<file path="src/rtl/mul_product_serializer.sv">
// Captures one PW-bit product per handshake and drains it LSB-nibble first, one nibble per cycle.
// Optional sign flag output is built only when MUL_SER_SIGN_EN is defined.
module mul_product_serializer #(
  parameter int unsigned PW = 8
) (
  input  logic          clk,
  input  logic          rst,
  input  logic          in_valid,
  output logic          in_ready,
  input  logic [PW-1:0] in_prod,
  input  logic          in_sign,
  input  logic          hold,
  output logic [3:0]    out_nib,
  output logic          out_rdy,
  output logic          out_first,
  output logic          out_last,
  output logic          out_sign
);

  localparam int unsigned NN = PW / 4;
  localparam int unsigned IW = (NN > 1) ? $clog2(NN) : 1;
  localparam logic [IW-1:0] LastIdx = IW'(NN - 1);

  typedef enum logic {StIdle, StShift} state_e;

  state_e        r_state, w_state_nxt;
  logic [PW-1:0] r_shift, w_shift_nxt;
  logic [IW-1:0] r_idx, w_idx_nxt;
  logic          w_busy, w_last, w_accept;

  always_ff @(posedge clk or negedge rst) begin
    if (!rst) begin
      r_state <= StIdle;
      r_shift <= '0;
      r_idx   <= '0;
    end else begin
      r_state <= w_state_nxt;
      r_shift <= w_shift_nxt;
      r_idx   <= w_idx_nxt;
    end
  end

  always_comb begin
    w_busy    = (r_state == StShift);
    w_last    = w_busy && (r_idx == LastIdx);
    in_ready  = !w_busy || (w_last && !hold);
    w_accept  = in_valid && in_ready;
    out_rdy   = w_busy;
    out_nib   = w_busy ? r_shift[3:0] : 4'h0;
    out_first = w_busy && (r_idx == '0);
    out_last  = w_last;

    w_state_nxt = r_state;
    w_shift_nxt = r_shift;
    w_idx_nxt   = r_idx;
    if (w_accept) begin
      w_state_nxt = StShift;
      w_shift_nxt = in_prod;
      w_idx_nxt   = '0;
    end else if (w_busy && !hold) begin
      if (w_last) begin
        w_state_nxt = StIdle;
        w_shift_nxt = '0;
        w_idx_nxt   = '0;
      end else begin
        w_shift_nxt = r_shift >> 4;
        w_idx_nxt   = r_idx + IW'(1);
      end
    end
  end

`ifdef MUL_SER_SIGN_EN
  logic r_sign;

  // A zero magnitude never carries a sign, so there is no negative zero.
  always_ff @(posedge clk or negedge rst) begin
    if (!rst) begin
      r_sign <= 1'b0;
    end else if (w_accept) begin
      r_sign <= in_sign && (in_prod != '0);
    end
  end

  assign out_sign = w_busy && r_sign;
`else
  logic w_unused_sign;
  assign w_unused_sign = in_sign;
  assign out_sign      = 1'b0;
`endif

endmodule

</file>
<file path="config.mk">
export PLATFORM = sky130hd
export DESIGN_NAME = mul_product_serializer
export DESIGN_NICKNAME = d
export VERILOG_FILES = /design/src/rtl/mul_product_serializer.sv
export SDC_FILE = /design/constraint.sdc
export NUM_CORES = 1
export LEC_CHECK = 0
export BUFFER_PORTS_ARGS = -buffer_cell sky130_fd_sc_hd__clkbuf_2
export CAP_MARGIN = 10
export CORE_ASPECT_RATIO = 0.9
export CORE_UTILIZATION = 30
export CTS_BUF_LIST = sky130_fd_sc_hd__clkbuf_16
export DETAILED_ROUTE_END_ITERATION = 16
export MAX_ROUTING_LAYER = met4
export PLACE_DENSITY_LB_ADDON = 0.3
export SYNTH_ARGS = -nofsm -noshare
export SYNTH_HDL_FRONTEND = slang
export SYNTH_SLANG_ARGS = --single-unit
</file>
<file path="constraint.sdc">
create_clock -name clk -period 3.2 [get_ports clk]
set_input_delay 0.48 -clock clk [delete_from_list [all_inputs] [get_ports clk]]
set_output_delay 0.48 -clock clk [all_outputs]
set_load 0.05 [all_outputs]
</file>
## After elaboration in Yosys (flattened, before gate mapping)

Cells that the tools add are included.

- Word-level logic and storage cells: 26
- Input bits: 13
- Latch bits: 0
- Memory bits (writable): 0
- Memories kept: 0
- Flip-flop bits (word level): 10
- Output and inout port bits: 9
- ROM bits: 0

- Bitwise gates (word level): 1
- Multiply operators: 0
- Add/sub/neg operators: 1
- Shifts and indexed selects: 0
- Div/mod/pow operators: 0
- Reduce and logical (&&, ||, !) cells: 11
- Magnitude comparators: 0
- Mux-type cells: 10
- Equal/unequal tests: 0

Operators by type and width:

| kind | count |
|---|---|
| 8-bit two-way mux | 2 |
| 4-bit two-way mux | 2 |
| 1-bit two-way mux | 6 |
| 1-bit logical AND | 5 |
| 2-bit nonzero test | 2 |
| 1-bit zero test | 2 |
| 2-bit AND reduction | 1 |
| 1-bit adder (second input constant) | 1 |
| 1-bit logical OR | 1 |
| 1-bit NOT | 1 |

## Longest topological paths before layout

- Depth in word-level cells: 6
- Gate-level depth with buffers: 4
- Gate-level depth less buffers: 3

## Worst setup path before layout

OpenSTA, ideal clock, no wires.

- Path type: reg2out
- Start: register r_state, in the netlist out_rdy
- End: output port out_first
- Setup slack: 1.158 ns
- Required time: 2.720 ns
- Arrival time: 1.562 ns
- Stages on the path, launching flop included: 4
- Path buffers: 1
- Cell sequence: dfrtp_1 buf_6 inv_1 nor2_1

- Longest elaborated chain between the ends: 1

Ends and longest elaborated chain:

| element | RTL line | RTL |
|---|---|---|
| start: declaration | 26 | `state_e r_state, w_state_nxt;` |
| start signal: assignment | 33 | `r_state <= StIdle;` |
| start signal: assignment | 37 | `r_state <= w_state_nxt;` |
| 1-bit logical AND | 50 | `out_first = w_busy && (r_idx == '0);` |
| end: declaration | 15 | `output logic out_first,` |

Every way passes these cells.

## Worst setup path in the final report

Same ends and word-level chain as after synthesis.

==> metrics.txt <==
status=finished clean; maximum clock rate=0.5389 GHz; combinational power share=0.342; Crit Path Category=flip-flop to primary output; Worst Path Arrival=1.38 ns; Routability Congestion=0.7285; Detailed Place HPWL=795.2 um; Placed Area=638.1 um^2; TNS Setup=0 ns; Layout Skew=0.003554 ns; M1 wire length=522 um; Seq/Total Area, Yosys=0.4706; syn_area_per_cell=10.64 um^2; fillers=165; port buffer count=19; Reg clk slew, reported paths=0.04 ns; Ys Warns=0; core region area=1664 um^2; r2r startpoint=out_rdy; clk sinks=10; syn_nets=63; Post-DRT Antenna Nets=0; total power=595.3 uW; die height=41.94 um; CP endpoint kind=primary output; Synth area leader=dfrtp_1; design area=716.9 um^2; Post-synth EDFFs=0; worst-case clock buffer depth=2; Ant. Diodes=0; R2R setup slack=1.86 ns; peak supply drop=0.5964 mV; Area Overhead vs Synth=34.82%; share of cells above drive strength 1=0.3803; async set-reset flop share out of synthesis=1.000; Post-Syn Area=531.8 um^2; synth top area cells=dfrtp_1, a22o_1, and2_1, o211ai_1, nor2b_4; final setup fails=0; FF-to-FF End=r_idx; Pre-antenna DRT Iters=2; initial antenna violation count=0; Chip Width=46.38 um; Reg power frac=0.293; TritonCTS buffer count=3; PwrDens=830.3 nW/um^2; CTS resizes=0; cts-stage hold buffer count=0; drt initial violations=2; Unique masters post-synth=20; flops & latches, synth=10; Crit Path Max Fanout=11; Hold Crit Class=input port to async pin; RSZ-0062 raised after global routing=false; R2R cell count=3; initial core utilization=0.3195; crit path time final=1.856 ns; Post-Synthesis Cells=50; final hold vios=0; GR Overflow Total=0; Post-Route WL=1.054 mm; Setup Fix Bufs, Post-CTS=0; Pint=380.9 uW; DIE AREA=1945 um^2; Worst Path Required=2.72 ns; CTS HTree Levels=1; met2 WL post-DR=451 um; met3 WL=81 um; PnR worst setup slack=1.344 ns; top routing layer in use=met3; CTS root buf=clkbuf_16; clock latency on the worst-skew pair=0.23 ns; DP Worst Slack=1.438 ns; clock network power share=0.365; via count=427; leakage power=0.0003489 uW; fin crit share=0.5799; global-route wire length before repair=1.759 mm; Tot GR Track Use=0.1354; count leader, synth=dfrtp_1; post-synth top area share=0.4706; Psw=214.4 uW; Worst Setup Start Kind=flip-flop; Final Net Count=85; Vias/cell=4.495; wire per inst=11.09 um; std cell rows=14; residual DRC count=0; top-level I/O count=22; maximum number of pins on one net before global-route repair=12; most instantiated cells after synthesis=dfrtp_1, and2_1; top_reg_cell synth=dfrtp_1; Max Cap Violations=0; switch share=0.3601; vias in the first global route=383; max-slew violations=0; TritonCTS clock tree=yes
[layer usage]
metal,global-route usage,vias up
met5,-,-
met4,0.03529,0
met3,0.07826,0
met2,0.1778,17
met1,0.1763,189
li1,-,221
[worst max-delay path: stages (launching register included)]
cell and delay (ns):
dfrtp_1 0.55, inv_1 0.19, nor2_1 0.13, clkbuf_2 0.28
[stage by stage]
| step | util | cells | hold slack [ns] |
|---|---|---|---|
| floorplan | - | 50 | 0.1844 |
| global placement | 0.3835 | 91 | 0.3582 |
| detailed placement | 0.3835 | 91 | 0.3575 |
| CTS | 0.4308 | 95 | 0.1100 |
| global route | 0.4308 | 95 | 0.1169 |
| finish | 0.4308 | 95 | 0.1033 |
[power by group through the flow]
stage | clock (uW) | combinational, uW | sequential (uW)
after floorplan | 0 | 165 | 173
after global placement | 0 | 204 | 175
after detailed placement | 0 | 205 | 177
after CTS | 221 | 206 | 175
after global routing | 231 | 218 | 178
final | 217 | 204 | 174
[how the worst max path moves through the flow]
stage | slack, ns | cells after the start | to | start
after floorplan | 1.16 | 3 | out_first | out_rdy
after global placement | 1.44 | 4 | in_ready | hold
after detailed placement | 1.44 | 4 | in_ready | hold
after CTS | 1.30 | 3 | out_first | out_rdy
after global routing | 1.22 | 3 | out_first | out_rdy
final | 1.34 | 3 | out_first | out_rdy
[cell type report]
| type | instances | area (um^2) | share of cell area |
|---|---|---|---|
| sequential | 10 | 250.2 | 0.3490 |
| clock buffer | 3 | 75.07 | 0.1047 |
| tap | 24 | 30.03 | 0.04188 |
| multi-input combinational | 37 | 259.0 | 0.3613 |
| inverter | 1 | 3.754 | 0.005236 |
| clock inverter | 1 | 3.754 | 0.005236 |
| timing repair buffer | 19 | 95.09 | 0.1326 |
[kinds of logic (layout without fill, tap and decap cells)]
group           count (synthesis)  count (layout)  share of synthesized area
simple gates                   21              21                     0.2494
buf+inv                         3              24                    0.04235
mux                             2               2                    0.04705
other cells                     1               1                   0.007052
flops                          10              10                     0.4706
compound gates                 13              13                     0.1835
[layout by cell type (no fill, tap or decap), types with 3 or more instances in the layout]
cell,instances
a22o_1,4
a31oi_1,4
and2_1,5
clkbuf_16,3
clkbuf_2,19
dfrtp_1,10
nand2_1,4
nor3_1,4
o211ai_1,4
[sequential cells by signal, indices dropped and copies added (netlist names)]
| register | cells |
|---|---|
| r_shift | 8 |
| out_rdy | 1 |
| r_idx | 1 |
No activity file was read; power rests on OpenSTA's default activity.
